<file path="src/rtl/tile_pkg.sv">
// Shared types for the tile hash front end: FSM states, sizes and the captured result record.
package tile_pkg;

   localparam int TILE_WORDS = 8;
   localparam int HASH_W     = 16;
   localparam int IDX_W      = 10;

   typedef enum logic [1:0] {
      ST_ACCUM,
      ST_ISSUE,
      ST_WAIT_LK,
      ST_RESULT
   } state_e;

   typedef struct packed {
      logic              match;
      logic              blank;
      logic              timeout;
      logic [7:0]        code;
      logic [15:0]       ptr;
      logic [HASH_W-1:0] hash;
      logic [IDX_W-1:0]  idx;
   } tile_res_t;

endpackage

</file>
<file path="src/rtl/tile_hash_fold.sv">
// One hash step: rotate the running hash left by one and fold in both halves of the word.
module tile_hash_fold
   import tile_pkg::*;
(
   input  logic [HASH_W-1:0] h_i,
   input  logic [31:0]       w_i,
   output logic [HASH_W-1:0] h_o
);

   assign h_o = {h_i[HASH_W-2:0], h_i[HASH_W-1]} ^ w_i[31:16] ^ w_i[15:0];

endmodule

</file>
<file path="src/rtl/tile_hash_frontend.sv">
// Folds 8-word tiles into a hash, issues one lookup per non-blank tile and holds one tagged
// result per tile until it is consumed downstream. Tiles are processed strictly one at a time.
module tile_hash_frontend
   import tile_pkg::*;
#(
   parameter int          WORDS_PER_TILE = TILE_WORDS,
   parameter logic [31:0] BLANK_WORD     = 32'h0,
   parameter int          TIMEOUT_CYCLES = 64,
   parameter int          IDX_BITS       = IDX_W
) (
   input  logic                clk_i,
   input  logic                rst_n_i,
   input  logic                tile_valid_i,
   output logic                tile_ready_o,
   input  logic [31:0]         tile_data_i,
   input  logic                tile_last_i,
   output logic                hash_valid_o,
   output logic [HASH_W-1:0]   hash_out_o,
   input  logic                lookup_done_i,
   input  logic                match_found_i,
   input  logic [7:0]          char_code_i,
   input  logic [15:0]         translation_ptr_i,
   output logic                res_valid_o,
   input  logic                res_ready_i,
   output logic                res_match_o,
   output logic                res_blank_o,
   output logic                res_timeout_o,
   output logic [7:0]          res_char_code_o,
   output logic [15:0]         res_trans_ptr_o,
   output logic [HASH_W-1:0]   res_hash_o,
   output logic [IDX_BITS-1:0] res_tile_idx_o,
   output logic                err_framing_o
);

   localparam int CNT_W = $clog2(WORDS_PER_TILE);
   localparam int TMR_W = $clog2(TIMEOUT_CYCLES);

   state_e              state_q, state_d;
   logic [CNT_W-1:0]    cnt_q, cnt_d;
   logic [HASH_W-1:0]   h_q, h_d, h_fold;
   logic                blank_q, blank_d;
   logic                resync_q, resync_d;
   logic                err_q, err_d;
   logic [TMR_W-1:0]    tmr_q, tmr_d;
   logic [IDX_BITS-1:0] idx_q, idx_d;
   tile_res_t           res_q, res_d;
   logic                word_acc, last_pos, word_blank;

   tile_hash_fold u_fold (
      .h_i (h_q),
      .w_i (tile_data_i),
      .h_o (h_fold)
   );

   assign word_acc   = tile_valid_i && tile_ready_o;
   assign last_pos   = (cnt_q == CNT_W'(WORDS_PER_TILE - 1));
   assign word_blank = blank_q && (tile_data_i == BLANK_WORD);

   always_comb begin
      state_d      = state_q;
      cnt_d        = cnt_q;
      h_d          = h_q;
      blank_d      = blank_q;
      resync_d     = resync_q;
      err_d        = err_q;
      tmr_d        = tmr_q;
      idx_d        = idx_q;
      res_d        = res_q;
      tile_ready_o = 1'b0;
      hash_valid_o = 1'b0;
      case (state_q)
         ST_ACCUM: begin
            tile_ready_o = 1'b1;
            if (word_acc) begin
               if (resync_q) begin
                  // Dropping the tail of a tile whose final word lacked tile_last.
                  if (tile_last_i) resync_d = 1'b0;
               end else if (last_pos && tile_last_i) begin
                  h_d     = h_fold;
                  blank_d = word_blank;
                  if (word_blank) begin
                     res_d         = '0;
                     res_d.blank   = 1'b1;
                     res_d.hash    = h_fold;
                     res_d.idx     = IDX_W'(idx_q);
                     state_d       = ST_RESULT;
                  end else begin
                     state_d = ST_ISSUE;
                  end
               end else if (tile_last_i || last_pos) begin
                  err_d    = 1'b1;
                  cnt_d    = '0;
                  h_d      = '0;
                  blank_d  = 1'b1;
                  resync_d = !tile_last_i;
               end else begin
                  h_d     = h_fold;
                  blank_d = word_blank;
                  cnt_d   = cnt_q + 1'b1;
               end
            end
         end
         ST_ISSUE: begin
            hash_valid_o = 1'b1;
            tmr_d        = '0;
            state_d      = ST_WAIT_LK;
         end
         ST_WAIT_LK: begin
            if (lookup_done_i) begin
               res_d       = '0;
               res_d.match = match_found_i;
               res_d.code  = match_found_i ? char_code_i : 8'h0;
               res_d.ptr   = match_found_i ? translation_ptr_i : 16'h0;
               res_d.hash  = h_q;
               res_d.idx   = IDX_W'(idx_q);
               state_d     = ST_RESULT;
            end else if (int'(tmr_q) + 1 >= TIMEOUT_CYCLES - 1) begin
               // Result lands exactly TIMEOUT_CYCLES cycles after the request pulse.
               res_d         = '0;
               res_d.timeout = 1'b1;
               res_d.hash    = h_q;
               res_d.idx     = IDX_W'(idx_q);
               state_d       = ST_RESULT;
            end else begin
               tmr_d = tmr_q + 1'b1;
            end
         end
         ST_RESULT: begin
            if (res_ready_i) begin
               idx_d   = idx_q + 1'b1;
               h_d     = '0;
               blank_d = 1'b1;
               cnt_d   = '0;
               state_d = ST_ACCUM;
            end
         end
         default: state_d = ST_ACCUM;
      endcase
   end

   always_ff @(posedge clk_i) begin
      if (!rst_n_i) begin
         state_q  <= ST_ACCUM;
         cnt_q    <= '0;
         h_q      <= '0;
         blank_q  <= 1'b1;
         resync_q <= 1'b0;
         err_q    <= 1'b0;
         tmr_q    <= '0;
         idx_q    <= '0;
         res_q    <= '0;
      end else begin
         state_q  <= state_d;
         cnt_q    <= cnt_d;
         h_q      <= h_d;
         blank_q  <= blank_d;
         resync_q <= resync_d;
         err_q    <= err_d;
         tmr_q    <= tmr_d;
         idx_q    <= idx_d;
         res_q    <= res_d;
      end
   end

   assign hash_out_o      = hash_valid_o ? h_q : '0;
   assign res_valid_o     = (state_q == ST_RESULT);
   assign res_match_o     = res_q.match;
   assign res_blank_o     = res_q.blank;
   assign res_timeout_o   = res_q.timeout;
   assign res_char_code_o = res_q.code;
   assign res_trans_ptr_o = res_q.ptr;
   assign res_hash_o      = res_q.hash;
   assign res_tile_idx_o  = res_q.idx[IDX_BITS-1:0];
   assign err_framing_o   = err_q;

endmodule

</file>
<file path="config.mk">
export PLATFORM = sky130hd
export DESIGN_NAME = tile_hash_frontend
export DESIGN_NICKNAME = d
export VERILOG_FILES = /design/src/rtl/tile_pkg.sv /design/src/rtl/tile_hash_fold.sv /design/src/rtl/tile_hash_frontend.sv
export SDC_FILE = /design/constraint.sdc
export NUM_CORES = 1
export LEC_CHECK = 0
export BUFFER_PORTS_ARGS = -buffer_cell sky130_fd_sc_hd__clkbuf_2
export CAP_MARGIN = 20
export CORE_UTILIZATION = 52
export DETAILED_ROUTE_END_ITERATION = 16
export HOLD_SLACK_MARGIN = 0.05
export PLACE_DENSITY = 0.9
export SYNTH_ARGS = -nofsm -noshare
export SYNTH_HDL_FRONTEND = slang
export SYNTH_SLANG_ARGS = --single-unit
</file>
<file path="constraint.sdc">
create_clock -name clk_i -period 2.64 [get_ports clk_i]
set_input_delay 0.264 -clock clk_i [delete_from_list [all_inputs] [get_ports clk_i]]
set_output_delay 0.264 -clock clk_i [all_outputs]
set_load 0.02 [all_outputs]
</file>
==> metrics.txt <==
Clock Path Buffers 2; Reg clk slew, reported paths approximately 90 ps; Syn. warnings 0; Worst Tran Pin Value 974 ps; H-Tree Level Count 3; setup ws final ~260 ps; unrepaired setup endpoints after global routing false; Post-synth top cells dfxtp_1 (93), nand2_1 (44), xnor2_1 (30); antenna violations before repair 0; vias in the first global route around 3,800; status complete, no violations; vias per cell 5.56; Fmax between 400 and 500 MHz; share of the synthesized area in the top cell type 41.6%; post-placement setup slack between 300 and 400 ps; CP max FO 13; initial core utilization between 50% and 60%; post-CTS repair timing setup buffer count 0; hpwl dp approximately 8300 microns; share of layout cells above drive strength 1 between 20 and 30%; leak pwr 2.30 nW; ANT cells 0; Net Switching approximately 1.2 mW; Int Pwr between 2 and 2.5 mW; Crit path arrival time between 2000 and 3000 ps; post-route DRC violation count 0; relative slew slack roughly a third; drt first-iter violations 223; count of input and output buffers between 100 and 150; Avg Cell Area, Syn between 8 and 9 sq um; final core occ around 66%; Flop pwr share between 40% and 50%; Die Area about 9000 sq um; first-pass GRT wire length ~17,000 microns; PwrDens around 630 nW/um^2; CTS buffer count 9; crit-path max cell delay ~800 ps; TritonRoute pass-1 iters 5; Total GRT Usage between 20% and 30%; Sw Ratio about a third; Total Negative Setup Slacks 0 ps; Root Buffer clkbuf_8; Seq cells post-synth 93; Final Net Count 702; VDD IR-drop max between 0.0003 and 0.0004 V; CP delay by family, top XOR/XNOR gates; cells along the critical path ha_1 > ha_1 > xor2_1 > nor3_1 > buf_4 > a22oi_1 > nor2b_1; Crit path buffers/inverters 1; Crit. End Element register; Num Clock Sinks between 90 and 100; PostCTS Resize Cnt 0; WL/cell approximately 15 microns; top-count cell post-synth dfxtp_1; Rows 33; Post-synth EDFFs 0; vias between 4,000 and 5,000; DRT antenna net count 0; CTS hold repair buffers 0; die width roughly 95 microns; Clock Skews around 8.7 ps; worst-skew pair later-pin latency 350 ps; Post-synth ARST share 0%; Die Span Y about 95 microns; crit share post-route ~90%; CP startpoint kind register; sequential share of the synthesized area 41.6%; Synthesized Nets 572; CTS tree built; Comb power frac 27.5%; IO Pins ~140; final setup vio count 0; Final GP Congestion between 0.9 and 1; synth unique cells between 40 and 50; Most common cell on crit path ha_1; max-slew violations 0; Post-Route WL 11,200 microns; Hold Crit Class primary input to register; predominant post-synthesis flop cell dfxtp_1; Final min period 2380 ps; top post-synthesis cells by area dfxtp_1 (42%), xnor2_1 (5.9%), a22o_1 (4.7%); Mapped Cells 500; max cap viols 0; total global routing overflow 0; Area Growth Syn to Fin 21.5%; cell area after synthesis ~4500 sq um; core area 8260 sq um; Synth area leader dfxtp_1; largest net degree at the start of global routing 34; worst endpoint required time 2890 ps; kind of critical path register to register; Hold Fails Final Rpt 0; clock power share between 20% and 30%; Worst path slowest cell xor2_1
-- flip-flops by register name, indices dropped and copies added (netlist names), 2 cells and up --
signal	flops
res_char_code_o	8
res_tile_idx_o	10
state_q	2
res_trans_ptr_o	16
idx_q	10
res_hash_o	16
cnt_q	3
tmr_q	6
h_q	16
-- logic make-up (layout without fill, tap and decap cells) --
| group | count (synthesis) | count (layout) | share of synthesized area (%) |
|---|---|---|---|
| buffers and inverters | 52 | 187 | 5.37 |
| adder cells (fa/ha/maj) | 9 | 9 | 2.52 |
| AO/OA/AOI/OAI | 106 | 106 | 17.7 |
| multiplexers | 7 | 7 | 1.57 |
| flip-flops | 93 | 93 | 41.6 |
| XOR/XNOR | 43 | 43 | 8.41 |
| AND/OR/NAND/NOR | 190 | 190 | 22.8 |
-- per-layer routing --
layer  wire (microns)  vias to the layer above  global-route usage, %
li1                 -                     2038                      -
met2             5500                      152                   44.1
met4              342                        0                   11.9
met1             4700                     1897                   28.2
met3              704                       28                   5.56
met5                0                        -                      0
-- through the flow --
step                      hold slack [ps]  cell area, sq um  total power, mW  std cells
after global placement                435              5240             2.46        724
after global routing                 99.2              5440             3.62        740
final                                 113              5440             3.45        740
after detailed placement              454              5240             2.50        724
after floorplan                       389              4480             2.21        500
after CTS                             103              5440             3.45        740
-- layout make-up --
class | instances | area (sq um)
clock buffer | 11 | 141
clock inverter | 5 | 58.8
fill | 706 | 2820
inverter | 21 | 78.8
multi-input combinational | 355 | 2380
sequential | 93 | 1860
tap | 105 | 131
timing repair buffer | 150 | 788
-- cells in the final DEF, fill, tap and decap left out, types with 8 or more instances in the layout --
master / count
xnor2_1: 30
buf_4: 15
o21ai_0: 14
nor2b_1: 28
ha_1: 9
inv_1: 21
a22oi_1: 8
a21oi_1: 21
a22o_1: 24
nand2_1: 44
xor2_1: 13
dfxtp_1: 93
clkbuf_8: 10
nor4_1: 25
nor2_1: 18
and2_1: 27
nand3_1: 21
clkbuf_2: 135
o221ai_1: 18
-- power groups by stage --
stage / Combinational (mW) / Clock [mW] / Sequential (mW)
after floorplan: 0.648 / 0 / 1.56
after global placement: 0.889 / 0 / 1.57
after detailed placement: 0.930 / 0 / 1.57
after CTS: 0.935 / 0.977 / 1.54
after global routing: 1.04 / 1.03 / 1.55
final: 0.947 / 0.960 / 1.54
-- final timing paths --
path / startpoint / endpoint / slack (ps) / depth (start not counted)
max: cnt_q[0] / h_q[12] / 260 / 7
min: translation_ptr_i[4] / res_trans_ptr_o[4] / 110 / 2
max reg2reg: cnt_q[0] / h_q[12] / 260 / 7
min reg2reg: res_tile_idx_o[5] / res_tile_idx_o[5] / 460 / 2
Note: power is estimated with default switching activity, not from simulation.
